==> config.mk <==
export PLATFORM = sky130hd
export DESIGN_NAME = sigmoid_inv_q15
export DESIGN_NICKNAME = d
export VERILOG_FILES = /design/src/rtl/sigmoid_q15_pkg.sv /design/src/rtl/sigmoid_approx_q15.sv /design/src/rtl/sigmoid_inv_q15.sv
export SDC_FILE = /design/constraint.sdc
export NUM_CORES = 1
export LEC_CHECK = 0
export BUFFER_PORTS_ARGS = -buffer_cell sky130_fd_sc_hd__buf_2
export CAP_MARGIN = 20
export CORE_UTILIZATION = 60
export CTS_CLUSTER_DIAMETER = 100
export DETAILED_ROUTE_END_ITERATION = 16
export PLACE_DENSITY = 0.79
export SETUP_SLACK_MARGIN = 0.15
export SYNTH_ARGS = -nofsm -noshare
export SYNTH_HDL_FRONTEND = slang
export SYNTH_SLANG_ARGS = --single-unit
==> constraint.sdc <==
create_clock -name clk -period 16.9 [get_ports clk]
set_clock_uncertainty 0.05 [all_clocks]
set_input_delay 1.69 -clock clk [delete_from_list [all_inputs] [get_ports clk]]
set_output_delay 1.69 -clock clk [all_outputs]
set_load 0.01 [all_outputs]
==> src/rtl/sigmoid_q15_pkg.sv <==
// Shared Q1.15 constants and FSM state type for the sigmoid forward/inverse pair.
package sigmoid_q15_pkg;

    localparam logic signed [15:0] Q15_MIN      = 16'sh8000;
    localparam logic signed [15:0] Q15_MAX      = 16'sh7FFF;
    localparam int                 SIGINV_ITERS = 17;

    // Bisection bounds are 17-bit so that +32768 can act as the "nothing reaches y" sentinel.
    localparam logic signed [16:0] LO_INIT = -17'sd32768;
    localparam logic signed [16:0] HI_INIT = 17'sd32768;

    typedef enum logic [1:0] {
        IDLE   = 2'd0,
        SEARCH = 2'd1,
        ROUND  = 2'd2,
        DONE   = 2'd3
    } siginv_state_t;

endpackage

==> src/rtl/sigmoid_approx_q15.sv <==
// Combinational piecewise-linear sigmoid: x in Q1.15 spans z = [-8, 8), result in Q1.15.
// Monotone non-decreasing; output saturates flat at 32752 (and 16 on the negative side).
module sigmoid_approx_q15 (
    input  logic signed [15:0] x,
    output logic signed [15:0] y
);

    logic [16:0] mag_s;
    logic [16:0] seg3_s;
    logic [16:0] f_s;

    // Odd symmetry around 0.5: evaluate f(|x|) and mirror for negative inputs.
    always_comb begin
        mag_s  = x[15] ? (~{x[15], x} + 17'd1) : {1'b0, x};
        seg3_s = 17'd27776 + (mag_s >> 2);
        if (mag_s < 17'd4096) begin
            f_s = 17'd16384 + (mag_s << 1);
        end else if (mag_s < 17'd9728) begin
            f_s = 17'd20480 + mag_s;
        end else if (seg3_s > 17'd32752) begin
            f_s = 17'd32752;
        end else begin
            f_s = seg3_s;
        end
        if (x[15]) begin
            y = 16'(17'd32768 - f_s);
        end else begin
            y = 16'(f_s);
        end
    end

endmodule

==> src/rtl/sigmoid_inv_q15.sv <==
// Bisection inverse of sigmoid_approx_q15: smallest x with sigmoid(x) >= y_in.
// Optional nearest-value rounding step enabled by SIGINV_ROUND_NEAREST_EN.
module sigmoid_inv_q15
    import sigmoid_q15_pkg::*;
(
    input  logic               clk,
    input  logic               rst_n,
    input  logic               in_valid,
    output logic               in_ready,
    input  logic signed [15:0] y_in,
    output logic               out_valid,
    input  logic               out_ready,
    output logic signed [15:0] x_out,
    output logic               sat,
    output logic               busy
);

    siginv_state_t      state_q, state_d;
    logic signed [15:0] tgt_q, tgt_d;
    logic signed [16:0] lo_q, lo_d;
    logic signed [16:0] hi_q, hi_d;
    logic        [4:0]  cnt_q, cnt_d;
    logic signed [15:0] x_q, x_d;
    logic               sat_q, sat_d;

    logic signed [17:0] sum_s;
    logic signed [16:0] mid_s;
    logic signed [15:0] fwd_x_s;
    logic signed [15:0] fwd_y_s;

    assign sum_s = {lo_q[16], lo_q} + {hi_q[16], hi_q};
    assign mid_s = 17'(sum_s >>> 1);

`ifdef SIGINV_ROUND_NEAREST_EN
    logic signed [15:0] s_hi_q, s_hi_d;
    logic signed [15:0] lo_m1_s;
    logic signed [17:0] d_below_s;
    logic signed [17:0] d_above_s;

    // The single forward instance serves the bisection probe and the ROUND probe of lo-1.
    assign lo_m1_s   = 16'(lo_q - 17'sd1);
    assign fwd_x_s   = (state_q == ROUND) ? lo_m1_s : mid_s[15:0];
    assign d_below_s = {{2{tgt_q[15]}}, tgt_q} - {{2{fwd_y_s[15]}}, fwd_y_s};
    assign d_above_s = {{2{s_hi_q[15]}}, s_hi_q} - {{2{tgt_q[15]}}, tgt_q};
`else
    assign fwd_x_s = mid_s[15:0];
`endif

    sigmoid_approx_q15 u_fwd (
        .x (fwd_x_s),
        .y (fwd_y_s)
    );

    // Next-state, bisection update and result capture.
    always_comb begin
        state_d = state_q;
        tgt_d   = tgt_q;
        lo_d    = lo_q;
        hi_d    = hi_q;
        cnt_d   = cnt_q;
        x_d     = x_q;
        sat_d   = sat_q;
`ifdef SIGINV_ROUND_NEAREST_EN
        s_hi_d  = s_hi_q;
`endif
        case (state_q)
            IDLE: begin
                if (in_valid) begin
                    tgt_d   = y_in;
                    lo_d    = LO_INIT;
                    hi_d    = HI_INIT;
                    cnt_d   = 5'd0;
                    state_d = SEARCH;
                end else begin
                    state_d = IDLE;
                end
            end
            SEARCH: begin
                cnt_d = cnt_q + 5'd1;
                if (lo_q < hi_q) begin
                    if (fwd_y_s < tgt_q) begin
                        lo_d = mid_s + 17'sd1;
                    end else begin
                        hi_d = mid_s;
`ifdef SIGINV_ROUND_NEAREST_EN
                        s_hi_d = fwd_y_s;
`endif
                    end
                end else begin
                    lo_d = lo_q;
                end
                if (cnt_q == 5'(SIGINV_ITERS - 1)) begin
                    if (lo_d == HI_INIT) begin
                        x_d   = Q15_MAX;
                        sat_d = 1'b1;
                    end else begin
                        x_d   = lo_d[15:0];
                        sat_d = 1'b0;
                    end
`ifdef SIGINV_ROUND_NEAREST_EN
                    state_d = ROUND;
`else
                    state_d = DONE;
`endif
                end else begin
                    state_d = SEARCH;
                end
            end
`ifdef SIGINV_ROUND_NEAREST_EN
            ROUND: begin
                state_d = DONE;
                // s_hi_q equals sigmoid(lo) here because the search has converged to lo == hi.
                if ((lo_q != LO_INIT) && !sat_q && (d_below_s < d_above_s)) begin
                    x_d = lo_m1_s;
                end else begin
                    x_d = x_q;
                end
            end
`endif
            DONE: begin
                if (out_ready) begin
                    state_d = IDLE;
                end else begin
                    state_d = DONE;
                end
            end
            default: begin
                state_d = IDLE;
            end
        endcase
    end

    // State and datapath registers with synchronous active-low reset.
    always_ff @(posedge clk) begin
        if (!rst_n) begin
            state_q <= IDLE;
            tgt_q   <= 16'sd0;
            lo_q    <= 17'sd0;
            hi_q    <= 17'sd0;
            cnt_q   <= 5'd0;
            x_q     <= 16'sd0;
            sat_q   <= 1'b0;
`ifdef SIGINV_ROUND_NEAREST_EN
            s_hi_q  <= 16'sd0;
`endif
        end else begin
            state_q <= state_d;
            tgt_q   <= tgt_d;
            lo_q    <= lo_d;
            hi_q    <= hi_d;
            cnt_q   <= cnt_d;
            x_q     <= x_d;
            sat_q   <= sat_d;
`ifdef SIGINV_ROUND_NEAREST_EN
            s_hi_q  <= s_hi_d;
`endif
        end
    end

    assign in_ready  = (state_q == IDLE);
    assign out_valid = (state_q == DONE);
    assign busy      = (state_q != IDLE);
    assign x_out     = x_q;
    assign sat       = sat_q;

endmodule

Yosys cells after proc, flatten, opt, wreduce, memory -nomap -nowiden
Cells that the tools add are included.
{"block": "totals", "output_inout_bits": 20, "register_bits": 74}
{"block": "op_classes", "bitwise_logic": 1, "mux": 22, "n_addsub": 8, "eq_ne": 7, "n_reduce_logical": 7, "magnitude_cmp": 5}
{"operator": "$mux W17", "n": 8}
{"operator": "$mux W16", "n": 5}
{"operator": "$pmux W17 S2", "n": 2}
{"operator": "$add A15 B16 Y16 const A", "n": 2}
{"operator": "$add A17 B17 Y18", "n": 1}
{"operator": "$add A17 B1 Y17 const B", "n": 1}
{"operator": "$add A17 B2 Y17 const B", "n": 1}
{"operator": "$eq A17 B17 Y1 const B", "n": 1}
{"operator": "$gt A17 B15 Y1 const B", "n": 1}
{"operator": "$lt A17 B13 Y1 const B", "n": 1}
{"operator": "$lt A17 B14 Y1 const B", "n": 1}
{"operator": "$lt A17 B17 Y1", "n": 1}
{"operator": "$not A17 Y17", "n": 1}
{"operator": "$add A15 B15 Y16 const A", "n": 1}
{"operator": "$lt A16 B16 Y1", "n": 1}
{"operator": "$sub A16 B16 Y16 const A", "n": 1}
{"operator": "$pmux W5 S2", "n": 1}
{"operator": "$ne A2 B2 Y1 const B", "n": 3}
{"operator": "$pmux W2 S3", "n": 1}
{"operator": "$reduce_and A2 Y1", "n": 3}
{"operator": "$add A5 B1 Y5 const B", "n": 1}
{"operator": "$eq A5 B5 Y1 const B", "n": 1}
{"operator": "$mux W5", "n": 1}
{"operator": "$mux W2", "n": 2}
{"operator": "6 further kinds", "n": 8}

Logic depth before layout (Yosys ltp)
{"block": "depth", "word_depth": 17, "mapped_depth": 42, "ltp_nobuf": 38}

Modules after synthesis
A second synthesis with hierarchy kept.
{"block": "unflattened", "hier_cells": 972, "hier_area_um2": 7234.4}
{"mod": "sigmoid_inv_q15", "cells_each": 712, "area_per_inst_um2": 5397.7, "instances": 1, "seq_area_each_um2": 1481.4}
{"mod": "sigmoid_approx_q15", "cells_each": 260, "area_per_inst_um2": 1836.8, "instances": 1, "seq_area_each_um2": 0.0}

Least setup slack after synthesis
Ideal clock, no wire load.
{"block": "synth_timing", "path_type": "reg2reg", "from": "register lo_q[1]", "to": "register x_q[10] (netlist: x_out[10])", "path_stages_with_launch": 41, "setup_slack_ns": 8.950, "t_required_ns": 16.728, "t_arrival_ns": 7.778, "cell_sequence": "dfxtp_1 -> inv_1 -> fa_1 -> nor2_1 -> o311ai_0 -> a2111oi_0 -> or4_1 -> and2_4 -> clkbuf_1 -> a21oi_1 -> xnor2_1 -> inv_1 -> ha_1 -> xnor3_1 -> nor4bb_1 -> and2_1 -> mux2_4 -> or2_1 -> [5 not listed] -> a21oi_1 -> xnor2_1 -> ha_1 -> a21o_1 -> a21oi_1 -> nor2b_1 -> o21ai_0 -> nand2b_1 -> a21oi_1 -> o21ai_0 -> nor3b_1 -> o31a_1 -> o31ai_4 -> and2_4 -> o31ai_4 -> mux2i_2 -> buf_2 -> a21oi_1"}
{"block": "synth_between", "elab_chain_cells": 17}
{"element": "start, declared", "line_no": "sigmoid_inv_q15.sv:20", "text": "logic signed [16:0] lo_q, lo_d;"}
{"element": "start signal, assigned", "line_no": "sigmoid_inv_q15.sv:149", "text": "lo_q <= lo_d;"}
{"element": "$add A17 B17 Y18", "line_no": "sigmoid_inv_q15.sv:31", "text": "assign sum_s = {lo_q[16], lo_q} + {hi_q[16], hi_q};"}
{"element": "$not A17 Y17", "line_no": "sigmoid_approx_q15.sv:14", "text": "mag_s = x[15] ? (~{x[15], x} + 17'd1) : {1'b0, x};"}
{"element": "$add A17 B1 Y17", "line_no": "sigmoid_approx_q15.sv:14"}
{"element": "$mux W17", "line_no": "sigmoid_approx_q15.sv:14"}
{"element": "$add A15 B15 Y16", "line_no": "sigmoid_approx_q15.sv:15", "text": "seg3_s = 17'd27776 + (mag_s >> 2);"}
{"element": "$gt A17 B15 Y1", "line_no": "sigmoid_approx_q15.sv:20", "text": "end else if (seg3_s > 17'd32752) begin"}
{"element": "$mux W16", "line_no": "sigmoid_approx_q15.sv:20"}
{"element": "$mux W16", "line_no": "sigmoid_approx_q15.sv:18", "text": "end else if (mag_s < 17'd9728) begin"}
{"element": "$mux W16", "line_no": "sigmoid_approx_q15.sv:16", "text": "if (mag_s < 17'd4096) begin"}
{"element": "$sub A16 B16 Y16", "line_no": "sigmoid_approx_q15.sv:26", "text": "y = 16'(17'd32768 - f_s);"}
{"element": "$mux W16", "line_no": "sigmoid_approx_q15.sv:25", "text": "if (x[15]) begin"}
{"element": "$lt A16 B16 Y1", "line_no": "sigmoid_inv_q15.sv:81", "text": "if (fwd_y_s < tgt_q) begin"}
{"element": "$mux W17", "line_no": "sigmoid_inv_q15.sv:81"}
{"element": "$mux W17 *", "line_no": "sigmoid_inv_q15.sv:80", "text": "if (lo_q < hi_q) begin"}
{"element": "$mux W17 *", "line_no": "sigmoid_inv_q15.sv:66", "text": "case (state_q)"}
{"element": "$eq A17 B17 Y1", "line_no": "sigmoid_inv_q15.sv:93", "text": "if (lo_d == HI_INIT) begin"}
{"element": "$mux W16 *", "line_no": "sigmoid_inv_q15.sv:93"}
{"element": "end signal, assigned", "line_no": "sigmoid_inv_q15.sv:141", "text": "x_q <= 16'sd0;"}
{"element": "end signal, assigned", "line_no": "sigmoid_inv_q15.sv:152", "text": "x_q <= x_d;"}
{"element": "end, declared", "line_no": "sigmoid_inv_q15.sv:23", "text": "logic signed [15:0] x_q, x_d;"}
Mark *: on every way between the ends. The rest lies on a longest branch, timed or not. The select of a mux whose other input is x is not followed.
A chain may end at the register's enable or synchronous reset.

Final worst setup path
{"block": "layout_timing", "from": "register lo_q[7]", "to": "register x_q[15] (netlist: x_out[15])"}
Same word-level chain as after synthesis.

==> results.sh <==
export IMPL_outcome="finished clean"
export IMPL_syn_area_mm2=0.00695
export IMPL_postCtsResizedCells=0
export IMPL_fill_cells=959
export IMPL_antenna_found_initial=0
export IMPL_cp_end_kind="register"
export IMPL_worstPathMaxFanout=20
export IMPL_grt_usage_pct=34.0
export IMPL_worstHoldStart="tgt_q[15]"
export IMPL_num_vias=6834
export IMPL_power_switching_mw=0.229
export IMPL_tightest_slew_ns=1.09
export IMPL_synth_lib_cells_used_distinct=99
export IMPL_clk_insertion_delay_late_ns=0.35
export IMPL_min_path_type="register to register"
export IMPL_ys_seq_area_share_pct=21.3
export IMPL_initial_core_util_pct=62.8
export IMPL_reg2reg_from="lo_q[7]"
export IMPL_ios=40
export IMPL_fp_row_count=38
export IMPL_tns_ns=0
export IMPL_crit_family="compound AO/OA/AOI/OAI gates"
export IMPL_crit_reg2reg_capture="x_out[15]"
export IMPL_cp_arrival_ns=9.92
export IMPL_ctsHoldBuffers=0
export IMPL_final_area_mm2=0.00749
export IMPL_clk_path_buf_depth=2
export IMPL_yosys_warnings=0
export IMPL_rrSetupSlack_ns=7.22
export IMPL_port_buffers=39
export IMPL_nNetsFinal=989
export IMPL_rsz0062_at_grt="no"
export IMPL_dp_cells=1042
export IMPL_grt_max_degree=71
export IMPL_power_density_mw_per_mm2=84.7
export IMPL_grt_pass1_wl_um=31300
export IMPL_wl_per_cell_um=18.1
export IMPL_min_to="tgt_q[15]"
export IMPL_clock_sinks=74
export IMPL_synth_avg_cell_area_um2=7.71
export IMPL_slew_headroom_pct=27.4
export IMPL_crit_type="register to register"
export IMPL_via_per_inst=6.46
export IMPL_period_share_pct=57.3
export IMPL_postSynth_asyncResetShare_pct=0
export IMPL_reg2regPathDepth=36
export IMPL_maxSlewViolCount=0
export IMPL_max_stage_delay_ns=0.78
export IMPL_ir_worst_vdd_mv=0.0818
export IMPL_drive_above_1_share_pct=11.1
export IMPL_layoutNonFillerInstCount=1058
export IMPL_area_delta_synth_final_pct=7.74
export IMPL_grt_overflow_total=0
export IMPL_ys_seq_elements=74
export IMPL_fin_crit_ns=9.68
export IMPL_postCtsSetupRepairBufs=0
export IMPL_setup_violations=0
export IMPL_share_comb_of_total_power_pct=36.8
export IMPL_diodes=0
export IMPL_final_hold_viol_count=0
export IMPL_place_congestion=1.01
export IMPL_maxCapViolCount=0
export IMPL_drt_first_iter_violations=621
export IMPL_p_seq_share_pct=28.7
export IMPL_coreArea_mm2=0.0111
export IMPL_chipWidth_um=110
export IMPL_detail_route_antenna_nets=0
export IMPL_cellLeakagePower_nw=3.11
export IMPL_synth_flop_cell="dfxtp_1"
export IMPL_grt_pass1_vias=6187
export IMPL_critical_path_slowest_cell="mux2i_2"
export IMPL_crit_buf_inv=2
export IMPL_drc=0
export IMPL_start_kind="register"
export IMPL_pwr_share_clk_pct=34.5
export IMPL_syn_nets=978
export IMPL_dp_hpwl_um=14100
export IMPL_fp_dieH_um=110
export IMPL_synth_edf_count=0
export IMPL_p_int_mw=0.406
export IMPL_clk_pin_slew_worst_paths_ns=0.07
export IMPL_drt_first_pass_iters=5
export IMPL_cts_inserted_buffers=9
export IMPL_place_area_mm2=0.00716
export IMPL_swShare_pct=36.0
export IMPL_fmax_ghz=0.103
export IMPL_die_area_mm2=0.0120
export IMPL_root_buffer="clkbuf_16"
export IMPL_required_ns=17.14
export IMPL_wl_um=19200
export IMPL_hold_depth=2
export IMPL_htreeDepth=3
export IMPL_cts_tree="built"
export IMPL_netlist_instances=902
## worst register-to-register path: cells and delay by family (launching register included)
family	cells	cell delay, ns
multiplexers	2	1.09
AO/OA/AOI/OAI	15	3.18
XOR/XNOR	3	0.90
buffers and inverters	2	0.46
flip-flops	1	0.45
adder cells (fa/ha/maj)	4	1.12
AND/OR/NAND/NOR	10	2.37
## per-layer routing
metal  vias up  track usage (%)  part of all wire, %
li1       3287                -                    -
met1      3181             48.8                   45
met2       321             50.9                   43
met3        45             6.22                   10
met4         0             11.8                  2.1
met5         -                0                    0
## kinds of logic after synthesis
group           synth area share (%)
simple gates                    25.2
compound gates                  25.1
buf+inv                         6.08
flops                           21.3
fa+ha+maj                       10.2
xor+xnor                        6.97
mux                             5.20
## area by class of cell
cell class,count,area [um^2],share of cell area (%)
Timing Repair Buffer,46,248,3.31
Clock inverter,6,93.8,1.25
Inverter,53,199,2.66
Sequential cell,74,1480,19.8
Clock buffer,10,239,3.19
Multi-Input combinational cell,729,5050,67.5
Tap cell,140,175,2.34
## how the worst max path moves through the flow
stage,cells past startpoint,startpoint,to
2_1_floorplan,40,lo_q[1],x_out[10]
3_3_place_gp,36,lo_q[7],x_out[15]
3_5_place_dp,36,lo_q[7],x_out[11]
4_1_cts,36,lo_q[7],x_out[15]
5_1_grt,34,lo_q[2],x_out[11]
6_report,36,lo_q[7],x_out[15]
## flip-flops by register name (all words and copies together) (netlist names)
name / flops
x_out: 16
sat: 1
hi_q: 17
cnt_q: 5
tgt_q: 16
lo_q: 17
state_q: 2
## Yosys cell counts (3+ instances only)
cell type | count | area share (%)
clkbuf_1 | 26 | 1.4
o221ai_1 | 3 | 0.38
xnor2_1 | 38 | 4.8
buf_2 | 14 | 1.0
a22o_1 | 9 | 1.1
o32ai_1 | 3 | 0.38
o21ai_1 | 5 | 0.36
inv_1 | 53 | 2.9
o31a_1 | 3 | 0.38
o21a_1 | 9 | 0.97
and3_1 | 9 | 0.81
and2_1 | 8 | 0.72
a31oi_1 | 5 | 0.45
a31o_2 | 6 | 0.76
nor2b_1 | 18 | 1.6
dfxtp_1 | 74 | 21
o211a_1 | 4 | 0.58
xor2_1 | 11 | 1.4
o22ai_1 | 5 | 0.45
nor4_1 | 17 | 1.5
a21o_1 | 9 | 0.97
or2_1 | 4 | 0.36
or2_2 | 4 | 0.36
nand4_1 | 17 | 1.5
ha_1 | 55 | 9.9
o31ai_1 | 4 | 0.43
nand2_1 | 104 | 5.6
o311ai_0 | 5 | 0.63
nand3b_1 | 5 | 0.54
nor3b_1 | 6 | 0.65
nor2_1 | 58 | 3.1
a21oi_1 | 59 | 4.2
nand2b_1 | 14 | 1.3
a211oi_1 | 6 | 0.65
o2111ai_1 | 3 | 0.38
a21boi_0 | 17 | 1.8
nand3_1 | 24 | 1.7
o21ai_0 | 61 | 4.4
mux2i_1 | 31 | 4.5
nor3_1 | 16 | 1.2
or3_1 | 3 | 0.27
## power by group through the flow
stage	Clock, mW	Combinational (mW)	Sequential, mW
2_1_floorplan	0	0.184	0.185
3_3_place_gp	0	0.221	0.186
3_5_place_dp	0	0.223	0.186
4_1_cts	0.220	0.229	0.182
5_1_grt	0.227	0.259	0.183
6_report	0.219	0.233	0.182
## cells in the final DEF (no fill, tap or decap), types with 5 or more instances in the layout
cell,instances
xor2_1,11
a21boi_0,17
o21ai_0,61
o311ai_0,5
inv_1,53
a31o_2,6
nor3_1,16
buf_4,7
o22ai_1,5
xnor2_1,38
and3_1,9
nand3b_1,5
clkbuf_16,9
nand2b_1,14
and2_1,8
nor2b_1,18
nand2_1,104
dfxtp_1,74
nand4_1,17
mux2i_1,31
nor4_1,16
nor2_1,58
buf_2,39
ha_1,55
nor3b_1,6
o21ai_1,5
a21oi_1,59
nand3_1,24
a211oi_1,6
a21o_1,9
o21a_1,9
a31oi_1,5
a22o_1,9
## through the flow
step	utilization (%)	hold slack [ns]	setup slack (ns)	total power, mW
floorplan	-	0.389	8.95	0.368
global placement	64.6	0.404	7.58	0.406
detailed placement	64.6	0.409	7.51	0.409
CTS	67.6	0.417	7.41	0.631
global route	67.6	0.433	6.43	0.669
finish	67.6	0.413	7.22	0.634
Power figures use the tool's default switching activity.
